===== config.mk =====
export PLATFORM = sky130hd
export DESIGN_NAME = voq_output_reader
export DESIGN_NICKNAME = d
export VERILOG_FILES = /design/src/rtl/switch_pkg.sv /design/src/rtl/voq_skid_fifo.sv /design/src/rtl/voq_output_reader.sv
export SDC_FILE = /design/constraint.sdc
export NUM_CORES = 1
export LEC_CHECK = 0
export ABC_AREA = 0
export CORE_ASPECT_RATIO = 1.5
export CORE_MARGIN = 1
export CORE_UTILIZATION = 55
export CTS_CLUSTER_SIZE = 12
export DETAILED_ROUTE_END_ITERATION = 8
export GPL_ROUTABILITY_DRIVEN = 1
export HOLD_SLACK_MARGIN = 0.12
export MAX_ROUTING_LAYER = met4
export PLACE_DENSITY = 0.86
export SYNTH_ARGS = -nofsm -noshare
export SYNTH_HDL_FRONTEND = slang
export SYNTH_SLANG_ARGS = --single-unit
export TNS_END_PERCENT = 5

===== constraint.sdc =====
create_clock -name clk -period 7.2 [get_ports clk]
set_input_delay 1.44 -clock clk [delete_from_list [all_inputs] [get_ports clk]]
set_output_delay 1.44 -clock clk [all_outputs]
set_load 0.02 [all_outputs]

===== src/rtl/switch_pkg.sv =====
// Shared switch types and constants.
// Used by the VOQ read path and its skid FIFO.
package switch_pkg;
  localparam int DATA_W = 32;
  localparam int ADDR_W = 12;
  localparam int N_IN   = 4;

  typedef logic [1:0]        port_t;
  typedef logic [ADDR_W-1:0] voq_addr_t;

  localparam logic [DATA_W-1:0] EOP_WORD = '0;

  typedef enum logic [1:0] {
    IDLE,
    READ,
    DRAIN
  } rd_state_e;

  typedef struct packed {
    logic [DATA_W-1:0] data;
    logic              eop;
    logic              sop;
  } skid_ent_t;
endpackage


===== src/rtl/voq_skid_fifo.sv =====
// Small output skid FIFO holding tagged packet words.
// DEPTH must be a power of two.
module voq_skid_fifo
  import switch_pkg::*;
#(
  parameter int DEPTH = 4,
  localparam int PW = $clog2(DEPTH),
  localparam int CW = $clog2(DEPTH + 1)
) (
  input  logic          clk,
  input  logic          reset,
  input  logic          clear,
  input  logic          push,
  input  skid_ent_t     din,
  input  logic          pop,
  output skid_ent_t     head,
  output logic [CW-1:0] count
);

  skid_ent_t     mem [DEPTH];
  logic [PW-1:0] wp;
  logic [PW-1:0] rp;

  // storage, pointers and occupancy; clear drops everything
  always_ff @(posedge clk or negedge reset) begin
    if (!reset) begin
      wp    <= '0;
      rp    <= '0;
      count <= '0;
      for (int i = 0; i < DEPTH; i++) mem[i] <= '0;
    end else if (clear) begin
      wp    <= '0;
      rp    <= '0;
      count <= '0;
      for (int i = 0; i < DEPTH; i++) mem[i] <= '0;
    end else begin
      if (push) begin
        mem[wp] <= din;
        wp      <= wp + 1'b1;
      end
      if (pop) rp <= rp + 1'b1;
      count <= count + CW'(push) - CW'(pop);
    end
  end

  assign head = mem[rp];

endmodule


===== src/rtl/voq_output_reader.sv =====
// Output-port reader: round-robin drain of the VOQ RAMs
// into a ready/valid packet stream.
module voq_output_reader
  import switch_pkg::*;
#(
  parameter int SKID_DEPTH    = 4,
  parameter int MAX_PKT_WORDS = 1024
) (
  input  logic              clk,
  input  logic              reset,
  input  logic              flush,
  input  logic              enable,
  input  logic [ADDR_W-1:0] wr_ptr     [N_IN],
  output logic [ADDR_W-1:0] ram_rd_add [N_IN],
  output logic              ram_rden   [N_IN],
  input  logic [DATA_W-1:0] ram_q      [N_IN],
  output logic [DATA_W-1:0] out_data,
  output logic              out_valid,
  output logic              out_sop,
  output logic              out_eop,
  output logic [1:0]        out_src,
  input  logic              out_ready,
  output logic              busy,
  output logic [15:0]       pkt_count,
  output logic              err_overlen
);

  localparam int CW = $clog2(SKID_DEPTH + 1);
  localparam int WW = $clog2(MAX_PKT_WORDS + 1);

  rd_state_e     state;
  rd_state_e     state_n;
  port_t         gnt;
  port_t         gnt_n;
  port_t         rr;
  port_t         rr_n;
  port_t         pick;
  logic          found;
  voq_addr_t     rd_ptr [N_IN];
  logic [N_IN-1:0] ne;
  logic          ret_v;
  voq_addr_t     ret_addr;
  logic [WW-1:0] wcnt;
  logic [CW-1:0] fcount;
  skid_ent_t     head;
  skid_ent_t     din;
  logic          issue;
  logic          push;
  logic          pop;
  logic          ret_zero;
  logic          ret_max;
  logic          ret_eop;

  // per-VOQ non-empty flags and RAM read ports
  always_comb begin
    for (int i = 0; i < N_IN; i++) begin
      ne[i]         = rd_ptr[i] != wr_ptr[i];
      ram_rd_add[i] = rd_ptr[i];
      ram_rden[i]   = issue && (gnt == port_t'(i));
    end
  end

  // first non-empty VOQ at or after the rr pointer
  always_comb begin
    pick  = rr;
    found = 1'b0;
    for (int k = 0; k < N_IN; k++) begin
      if (!found && ne[rr + port_t'(k)]) begin
        pick  = rr + port_t'(k);
        found = 1'b1;
      end
    end
  end

  // read issue, returned-word tagging and stream handshake
  always_comb begin
    out_valid = fcount != '0;
    pop       = out_valid && out_ready;
    push      = ret_v && (state == READ);
    ret_zero  = ram_q[gnt] == EOP_WORD;
    ret_max   = wcnt == WW'(MAX_PKT_WORDS - 1);
    ret_eop   = ret_zero || ret_max;
    din.data  = ram_q[gnt];
    din.eop   = ret_eop;
    din.sop   = wcnt == '0;
    issue     = (state == READ) && ne[gnt] &&
                ((int'(fcount) + int'(ret_v) - int'(pop))
                 < SKID_DEPTH);
  end

  // next-state logic for grant/read/drain
  always_comb begin
    state_n = state;
    gnt_n   = gnt;
    rr_n    = rr;
    unique case (state)
      IDLE: begin
        if (enable && found) begin
          state_n = READ;
          gnt_n   = pick;
        end
      end
      READ: begin
        if (push && ret_eop) state_n = DRAIN;
      end
      DRAIN: begin
        if (fcount == '0) begin
          state_n = IDLE;
          rr_n    = gnt + 1'b1;
        end
      end
      default: state_n = IDLE;
    endcase
  end

  // state, grant and rr registers
  always_ff @(posedge clk or negedge reset) begin
    if (!reset) begin
      state <= IDLE;
      gnt   <= '0;
      rr    <= '0;
    end else if (flush) begin
      state <= IDLE;
    end else begin
      state <= state_n;
      gnt   <= gnt_n;
      rr    <= rr_n;
    end
  end

  // read pointers: speculative advance, rewind after packet end
  always_ff @(posedge clk or negedge reset) begin
    if (!reset) begin
      for (int i = 0; i < N_IN; i++) rd_ptr[i] <= '0;
      ret_v    <= 1'b0;
      ret_addr <= '0;
      wcnt     <= '0;
    end else if (flush) begin
      for (int i = 0; i < N_IN; i++) rd_ptr[i] <= '0;
      ret_v    <= 1'b0;
      ret_addr <= '0;
      wcnt     <= '0;
    end else begin
      ret_v    <= issue;
      ret_addr <= rd_ptr[gnt];
      if (issue) rd_ptr[gnt] <= rd_ptr[gnt] + 1'b1;
      if (push && ret_eop) rd_ptr[gnt] <= ret_addr + 1'b1;
      if (state == IDLE) wcnt <= '0;
      else if (push) wcnt <= wcnt + 1'b1;
    end
  end

  // packet counter and sticky overlength flag
  always_ff @(posedge clk or negedge reset) begin
    if (!reset) begin
      pkt_count   <= '0;
      err_overlen <= 1'b0;
    end else if (flush) begin
      err_overlen <= 1'b0;
    end else begin
      if (state == DRAIN && fcount == '0)
        pkt_count <= pkt_count + 1'b1;
      if (push && ret_max && !ret_zero)
        err_overlen <= 1'b1;
    end
  end

  voq_skid_fifo #(
    .DEPTH(SKID_DEPTH)
  ) u_fifo (
    .clk  (clk),
    .reset(reset),
    .clear(flush),
    .push (push),
    .din  (din),
    .pop  (pop),
    .head (head),
    .count(fcount)
  );

  assign out_data = head.data;
  assign out_sop  = out_valid && head.sop;
  assign out_eop  = out_valid && head.eop;
  assign out_src  = gnt;
  assign busy     = (state != IDLE) || out_valid;

endmodule


## After elaboration in Yosys (flattened, before gate mapping)

Index checks and enable logic that the tools add are counted.
Widths: inputs -> output; s select.

| storage, ports and cells | value |
|---|---|
| bits in registers | 238 |
| input bits | 181 |
| output and inout port bits | 107 |
| word-level logic and storage cells | 166 |

| cells by class | value |
|---|---|
| add/subtract/negate cells | 14 |
| magnitude comparators | 11 |
| equal/unequal tests | 13 |
| mux-type cells | 56 |
| bitwise logic cells | 4 |
| reduce and logical (&&, ||, !) cells | 41 |

Operators by type and width:

| kind | count |
|---|---|
| $mux 136 | 2 |
| $mux 48 | 4 |
| $bwmux 136 | 1 |
| $mux 34 | 3 |
| $bwmux 48 | 2 |
| $bmux 34 s2 | 1 |
| $demux 34 s2 | 1 |
| $bmux 32 s2 | 1 |
| $mux 32 | 2 |
| $mux 12 | 4 |
| $ne 12x12->1 | 4 |
| $mux 11 | 3 |
| $logic_not 32->1 | 1 |
| $add 12x1->12 const B | 2 |
| $bmux 12 s2 | 1 |
| $demux 12 s2 | 1 |
| $mux 2 | 11 |
| $logic_and 1x1->1 | 20 |
| $add 16x1->16 const B | 1 |
| $lt 2x3->1 const B | 5 |
| $mux 1 | 12 |
| $add 11x1->11 const B | 1 |
| $eq 11x10->1 const B | 1 |
| $logic_not 11->1 | 1 |
| other kinds (26) | 54 |

## Logic depth before layout (Yosys ltp)

Gate-level depths: netlist (run 1).

| logic depth | value |
|---|---|
| depth in word-level cells | 17 |
| depth in mapped cells | 14 |
| mapped depth without buffers | 13 |

## Cells and area by module

Synthesis (run 1) repeated with hierarchy kept, for this count alone.

| second synthesis, totals | value |
|---|---|
| cell total of the unflattened synthesis | 1420 |
| area total of the unflattened synthesis | 14899.3 µm² |

By module, submodules not included:

| module | times used | cells an instance | area each (µm²) |
|---|---|---|---|
| voq_skid_fifo | 1 | 696 | 7748.7 |
| voq_output_reader | 1 | 724 | 7150.6 |

## Least setup slack after synthesis (run 1)

Ideal clock, no wire load.

| path | value |
|---|---|
| path kind | input to output |
| start | in out_ready |
| end | out ram_rden[3] in the netlist's numbering |
| arrival time | 3.414 ns |
| data required time | 5.760 ns |
| path slack | 2.346 ns |
| stages | 11 |
| path through | and2_1 -> ha_1 -> inv_1 -> ha_1 -> nand2b_1 -> o32a_1 -> nand3_1 -> and3_1 -> clkbuf_1 -> nand2_1 -> inv_1 |

RTL lines:

| item | RTL line | RTL |
|---|---|---|
| start, declared | voq_output_reader.sv:22 | `input logic out_ready,` |
| end, declared | voq_output_reader.sv:15 | `output logic ram_rden [N_IN],` |

==> summary.md, run 1 <==
| Metric | Value |
|---|---|
| Fraction of the cycle the final worst path needs | 0.831 |
| CTS tree | yes |
| Port bufs | 287 |
| Initial antenna violation count | 6 |
| Number of vias per cell | 6.64 |
| DRT iter0 DRCs | 993 |
| Remaining antenna violation count after routing | 0 |
| Register bit count reported by yosys | 238 |
| Most area-consuming cells after synthesis | sky130_fd_sc_hd__dfrtp_1 46%, sky130_fd_sc_hd__mux4_2 13%, sky130_fd_sc_hd__a22o_1 9.1%, sky130_fd_sc_hd__xor2_1 4.6%, sky130_fd_sc_hd__ha_1 1.8% |
| Router iterations before antenna repair | 5 |
| EDFF count, synth | 0 |
| Post-DP HPWL | 30.2 mm |
| Distinct cell type count after synthesis | 55 |
| Number of nets in the finished design | 1541 |
| Post-DR wirelength/cell | 26.0 um |
| Core region area | 23100 um2 |
| Vertical extent of the die | 190 um |
| CTS Root Buffer Type | sky130_fd_sc_hd__clkbuf_16 |
| Hold buffer count at CTS | 0 |
| Result of the run | completed |
| Worst-case reg-to-reg path depth | 7 |
| Worst relative slew slack | 0.203 |
| Critical-path cell with the highest stage delay | sky130_fd_sc_hd__clkdlybuf4s50_1 |
| Crit path required time | 5.76 ns |
| Largest net degree at the start of global routing | 137 |
| GPL Wtd Cong | 1.01 |
| Peak per-stage delay on the critical path | 0.63 ns |
| Number of buffers between clock root and the deepest sink | 3 |
| Area enclosed by the die boundary | 24100 um2 |
| Total of cells resized after clock tree synthesis | 0 |
| Max-cap violations | 0 |
| Mapped Area | 12900 um2 |
| Overflow left after global routing | 0 |
| Most common cell after layout, fill and taps aside | sky130_fd_sc_hd__clkdlybuf4s50_1 |
| Number of vias after detailed routing | 11.1k |
| Number of global-route vias before repair | 11.4k |
| Cell taking the most area after synthesis | sky130_fd_sc_hd__dfrtp_1 |
| Ys async rst share | 1.00 |
| Gate count of the mapped netlist | 1089 |
| Most frequently used flop master after synthesis | sky130_fd_sc_hd__dfrtp_1 |
| Maximum level of the CTS H-tree | 1 |
| Max IR drop VDD | 0.154 mV |
| Fraction of synthesized cell area taken by the top area cell type | 0.461 |
| Post-CTS Setup Inserts | 0 |
| Wire length of the first global-routing pass | 65.4 mm |
| Worst hold margin | 0.483 ns |
| Mapped Avg Cell Area | 11.9 um2 |
| Hold violation total from the final report | 0 |
| Clock Skews | 0.0215 ns |
| Setup WS post-layout | 1.22 ns |
| Highest clock rate | 167 MHz |
| Maximum fanout along the worst path | 9 |
| Summed negative setup slack over all endpoints | 0 ns |
| Final Slew Violations | 0 |
| Total power per unit cell area | 208 nW/um2 |
| Cell breakdown of the critical path | clkdlybuf4s50_1 > and2_1 > ha_1 > inv_1 > ha_1 > nand3b_1 > o32a_1 > nand3_1 > and3_1 > nand2_1 > inv_1 > clkdlybuf4s50_1 |
| Number of top-level pins | 288 |
| CTS Sinks | 238 |
| Share of synthesized area occupied by flip-flops and latches | 0.461 |
| Arrival time at the worst endpoint | 4.54 ns |
| RSZ-0062 raised after global routing | false |
| Critical path type | input pin to primary output |
| Total length of routed wires | 43.3 mm |
| Worst setup SP type | input pin |
| TritonCTS buffer count | 24 |
| Overall power | 3.48 mW |
| Worst slack at placement | 1.28 ns |
| Synthesis-to-finish area growth | 29.5% |
| Share of final-layout standard cells stronger than drive strength 1 | 0.112 |
| Clk Latency, worst-skew pair | 0.52 ns |
| CP endpoint kind | primary output |
| Hold WC Path Type | flop to flop |
| Net count after synthesis | 1290 |
| Initial core utilization | 0.560 |
| Width of the die | 127 um |
| Warnings from Yosys | 0 |
| Residual DRC | 0 |
| Clock-pin transition on the worst setup and hold timing paths | 0.06 ns |
| Slew @ Worst Pin | 1.20 ns |
| Placement row count | 68 |
| Most used cells in the layout excluding fill and tap cells | 285 x sky130_fd_sc_hd__clkdlybuf4s50_1, 235 x sky130_fd_sc_hd__dfrtp_1, 134 x sky130_fd_sc_hd__a22o_1, 77 x sky130_fd_sc_hd__mux4_2, 68 x sky130_fd_sc_hd__xor2_1 |
| Setup Viol. Count Final | 0 |
| Static Leakage | 7.40 nW |
| Cell depth of the worst hold path | 1 |
| Final min period | 5.98 ns |
| Post-Route Utilization | 0.726 |
| Fill cell instance count of the final layout | 1569 |
| Total Routing Usage GR | 0.369 |
[Yosys cell counts, types with 3 or more instances]
cell type,instances
sky130_fd_sc_hd__a211oi_2,3
sky130_fd_sc_hd__a21boi_0,8
sky130_fd_sc_hd__a21boi_1,4
sky130_fd_sc_hd__a21o_1,20
sky130_fd_sc_hd__a21oi_1,39
sky130_fd_sc_hd__a22o_1,134
sky130_fd_sc_hd__a41oi_1,3
sky130_fd_sc_hd__and2_1,13
sky130_fd_sc_hd__and3_1,15
sky130_fd_sc_hd__buf_1,5
sky130_fd_sc_hd__buf_2,15
sky130_fd_sc_hd__clkbuf_1,58
sky130_fd_sc_hd__dfrtp_1,238
sky130_fd_sc_hd__ha_1,19
sky130_fd_sc_hd__inv_1,25
sky130_fd_sc_hd__mux2i_1,21
sky130_fd_sc_hd__mux4_2,77
sky130_fd_sc_hd__nand2_1,44
sky130_fd_sc_hd__nand2b_1,6
sky130_fd_sc_hd__nand3_1,36
sky130_fd_sc_hd__nand3_2,3
sky130_fd_sc_hd__nand3b_1,3
sky130_fd_sc_hd__nand4_1,37
sky130_fd_sc_hd__nor2_1,41
sky130_fd_sc_hd__nor2b_1,6
sky130_fd_sc_hd__nor3_1,13
sky130_fd_sc_hd__nor4_1,24
sky130_fd_sc_hd__o211ai_1,20
sky130_fd_sc_hd__o21a_1,4
sky130_fd_sc_hd__o21ai_0,11
sky130_fd_sc_hd__o21ai_1,9
sky130_fd_sc_hd__o22ai_1,12
sky130_fd_sc_hd__or3_1,3
sky130_fd_sc_hd__xnor2_1,27
sky130_fd_sc_hd__xor2_1,68
[area by class of cell]
type | instances | area, um2 | share of cell area
diodes | 6 | 15.0 | 0.000898
clock buffers | 32 | 682 | 0.0408
clock inverters | 2 | 10.0 | 0.000598
inverters | 25 | 93.8 | 0.00561
multi-input cells | 745 | 6540 | 0.391
flip-flops and latches | 238 | 5960 | 0.356
well taps | 315 | 394 | 0.0236
repair buffers | 306 | 3030 | 0.181
[critical path: cells and delay by family]
family	cells	cell delay, ns
AND/OR/NAND/NOR	5	1.24
buffers and inverters	4	1.21
adder cells (fa/ha/maj)	2	0.44
AO/OA/AOI/OAI	1	0.19
[worst paths after layout]
check | slack [ns] | from | end
setup reg to reg | 2.55 | out_src[0] | ram_rd_add[28]
hold reg to reg | 0.48 | pkt_count[15] | pkt_count[15]
hold / removal | 0.48 | pkt_count[15] | pkt_count[15]
max in group asynchronous | 5.11 | reset | out_src[0]
setup / recovery | 1.22 | out_ready | ram_rden[3]
min in group asynchronous | 0.91 | reset | ram_rd_add[33]
[kinds of logic (layout without fill, tap and decap cells)]
kind of cell | after synthesis | after routing | share of synthesized area
AOI/OAI and AO/OA | 280 | 280 | 0.166
and+or+nand+nor | 250 | 250 | 0.102
adders and majority gates | 20 | 20 | 0.0200
DFF | 238 | 238 | 0.461
muxes | 100 | 100 | 0.152
other | 0 | 6 | 0
buffers and inverters | 106 | 365 | 0.0337
xor gates and xnor gates | 95 | 95 | 0.0644
[routing by layer]
metal  routed length [um]  GRT usage  up-vias  share of wire
met1                14900      0.401     5499           0.34
li1                     -          -     4653              -
met3                 3800     0.0734      158          0.088
met5                    0          -        -              0
met2                21500      0.609      777           0.50
met4                 3160      0.253        0          0.073
[state kept, by name (all words and copies together) (netlist names)]
| name | flops |
|---|---|
| wcnt | 11 |
| ret_v | 1 |
| u_fifo.mem | 136 |
| u_fifo.rp | 2 |
| err_overlen | 1 |
| out_src | 2 |
| u_fifo.count | 3 |
| state | 2 |
| ram_rd_add | 48 |
| u_fifo.wp | 2 |
| ret_addr | 12 |
| pkt_count | 16 |
| rr | 2 |
[metrics by stage]
stage,instances,area (um2)
2_1_floorplan,1089,12900
3_3_place_gp,1629,16000
3_5_place_dp,1629,16000
4_1_cts,1663,16700
5_1_grt,1669,16700
6_report,1669,16700
[report_power, final]
group          internal (mW)  total (mW)  switching [mW]
Combinational          0.399       0.887           0.488
Sequential              1.38        1.45          0.0707
Clock                  0.652        1.15           0.496
Total                   2.43        3.48            1.05
Power figures use the tool's default switching activity.
==> run 2: changes to the inputs <==
--- a/config.mk
+++ b/config.mk
@@ -8,13 +8,13 @@
 export ABC_AREA = 0
 export CORE_ASPECT_RATIO = 1.5
 export CORE_MARGIN = 1
-export CORE_UTILIZATION = 55
+export CORE_UTILIZATION = 46
 export CTS_CLUSTER_SIZE = 12
 export DETAILED_ROUTE_END_ITERATION = 8
 export GPL_ROUTABILITY_DRIVEN = 1
 export HOLD_SLACK_MARGIN = 0.12
 export MAX_ROUTING_LAYER = met4
-export PLACE_DENSITY = 0.86
+export PLACE_DENSITY = 0.77
 export SYNTH_ARGS = -nofsm -noshare
 export SYNTH_HDL_FRONTEND = slang
 export SYNTH_SLANG_ARGS = --single-unit
==> constraint.sdc (replaced) <==
create_clock -name clk -period 4.8 [get_ports clk]
set_input_delay 0.96 -clock clk [delete_from_list [all_inputs] [get_ports clk]]
set_output_delay 0.96 -clock clk [all_outputs]
set_load 0.02 [all_outputs]
==> run 2 against run 1 <==
Against the previous run:
- clock skew down 0.0029 ns
- largest cell class unchanged
- power grew 56%
- the flow now finishes with violations (design-rule violations)
- core utilization fell by 11 points
- combinational power increased by 58%
- via count is 0.11% higher
- largest power group unchanged
- non-clock buffer count is 26 higher
==> summary.md, run 2 (synthesis results as in run 1) <==
| Metric | Value |
|---|---|
| Initial core utilization | 0.471 |
| Maximum fanout along the worst path | 5 |
| DRT iter0 DRCs | 813 |
| CTS Root Buffer Type | sky130_fd_sc_hd__clkbuf_16 |
| Number of vias per cell | 6.45 |
| Router iterations before antenna repair | 8 |
| Share of final-layout standard cells stronger than drive strength 1 | 0.129 |
| Worst setup slack for register-to-register paths | 0.95 ns |
| Worst Path Buf+Inv | 4 |
| # placed instances | 1682 |
| Arrival time at the worst endpoint | 3.62 ns |
| Final Slew Violations | 0 |
| Cell breakdown of the critical path | clkdlybuf4s50_1 > and2_1 > ha_1 > inv_1 > ha_1 > nand3b_1 > a41oi_1 > nand3_2 > and3_1 > nand2_1 > inv_1 > clkdlybuf4s50_1 |
| Worst setup SP type | input pin |
| Crit path required time | 3.84 ns |
| Fraction of the cycle the final worst path needs | 0.955 |
| RSZ-0062 raised after global routing | false |
| Result of the run | complete, but fails checks |
| Post-DR wirelength/cell | 25.6 um |
| Port bufs | 287 |
| CP endpoint kind | primary output |
| Area enclosed by the die boundary | 28800 um2 |
| Peak per-stage delay on the critical path | 0.53 ns |
| Number of nets in the finished design | 1568 |
| Remaining antenna violation count after routing | 0 |
| Worst hold margin | 0.487 ns |
| Number of vias after detailed routing | 11.1k |
| Synthesis-to-finish area growth | 31.7% |
| Violations in the final reports | design-rule violations |
| Setup Viol. Count Final | 0 |
| Number of global-route vias before repair | 11.5k |
| Hold buffer count at CTS | 0 |
| Total Routing Usage GR | 0.314 |
| Top metal layer carrying routed signals | met4 |
| CTS Sinks | 238 |
| Clock Skews | 0.0186 ns |
| GPL Wtd Cong | 0.999 |
| Met2 routed WL | 22.4 mm |
| Clock-pin transition on the worst setup and hold timing paths | 0.06 ns |
| Total length of routed wires | 44.0 mm |
| Width of the die | 139 um |
| Overflow left after global routing | 0 |
| Non-filler instance count after layout | 1721 |
| Hold violation total from the final report | 0 |
| Core region area | 27400 um2 |
| Most used cells in the layout excluding fill and tap cells | 285 x sky130_fd_sc_hd__clkdlybuf4s50_1, 235 x sky130_fd_sc_hd__dfrtp_1, 134 x sky130_fd_sc_hd__a22o_1, 77 x sky130_fd_sc_hd__mux4_2, 68 x sky130_fd_sc_hd__xor2_1 |
| CTS tree | yes |
| Max IR drop VDD | 0.236 mV |
| Critical path type | input pin to primary output |
| Largest net degree at the start of global routing | 105 |
| Highest clock rate | 218 MHz |
| Residual DRC | 36 |
| Wire length of the first global-routing pass | 67.3 mm |
| Final min period | 4.58 ns |
| Maximum level of the CTS H-tree | 1 |
| Slew @ Worst Pin | 0.934 ns |
| Hold WC Path Type | input pin to async pin |
| Summed negative setup slack over all endpoints | 0 ns |
| Placement row count | 74 |
| Max-cap violations | 0 |
| Initial antenna violation count | 1 |
| Top cell family by delay on the critical path | buffers and inverters |
| Flip-flop count of the largest register after layout | 136 |
| Post-CTS Setup Inserts | 0 |
| Number of top-level pins | 288 |
| Total power per unit cell area | 319 nW/um2 |
| Worst relative slew slack | 0.376 |
| Vertical extent of the die | 207 um |
| Top register by number of flip-flops | u_fifo.mem |
| Met3 layer wire length in the routed design | 3.66 mm |
| Most common cell after layout, fill and taps aside | sky130_fd_sc_hd__clkdlybuf4s50_1 |
| Post-DP HPWL | 31.1 mm |
| Critical-path cell with the highest stage delay | sky130_fd_sc_hd__clkdlybuf4s50_1 |
| Detailed-routing wirelength on met1 | 15.3 mm |
| Number of buffers between clock root and the deepest sink | 3 |
| Clk Latency, worst-skew pair | 0.52 ns |
| TritonCTS buffer count | 25 |
| Post-Route Utilization | 0.620 |
| Fill cell instance count of the final layout | 2194 |
| Static Leakage | 7.57 nW |
==> run 2: changes by cell type in the layout (fill, tap and decap cells not counted), sizes merged <==
cell	before	now
clkinvlp	0	1
clkbuf	32	36
clkinv	2	1
diode	6	1
buf	21	47
==> run 2: worst paths after layout <==
kind                                  endpoint  cells after the start            from
worst max-delay path               ram_rden[3]                     12       out_ready
worst min-delay path            u_fifo.mem[73]                      1           reset
worst max register to register   ram_rd_add[4]                      8      out_src[0]
worst min register to register  u_fifo.mem[68]                      2  u_fifo.mem[68]
max in group asynchronous         u_fifo.rp[0]                      2           reset
min in group clk                u_fifo.mem[68]                      2  u_fifo.mem[68]
==> run 2: through the flow <==
stage                     cell area [um2]  setup WS [ns]  power, mW
final                               17000          0.215       5.42
after global routing                17000         0.0697       5.61
after CTS                           17000          0.128       5.42
after detailed placement            16200          0.133       3.61
after global placement              16200          0.199       3.59
after floorplan                     12900          0.906       2.96
==> run 2: report_power, final <==
group | internal, mW | switching, mW | total [mW]
registers | 2.06 | 0.128 | 2.19
clock network | 1.05 | 0.775 | 1.82
logic | 0.646 | 0.757 | 1.40
==> run 2: cell type report <==
cell class	count	area [um2]	share of cell area
Antenna cell	1	2.50	0.000147
Tap cell	342	428	0.0252
Inverter	25	93.8	0.00552
Clock inverter	2	12.5	0.000736
Sequential cell	238	5960	0.351
Multi-Input combinational cell	745	6540	0.385
Timing Repair Buffer	332	3220	0.190
Clock buffer	36	737	0.0433
==> run 2: routing by layer <==
metal  vias to the layer above  global-route usage
met5                         -                   -
met4                         0               0.174
met3                       158              0.0501
met2                       675               0.545
met1                      5566               0.344
li1                       4700                   -
==> run 2: what timing repair did <==
item | 4_1_cts | 5_1_grt
resized for setup | 0 | 1
setup endpoints to repair | 0 | 4
hold endpoints to repair | 0 | 0
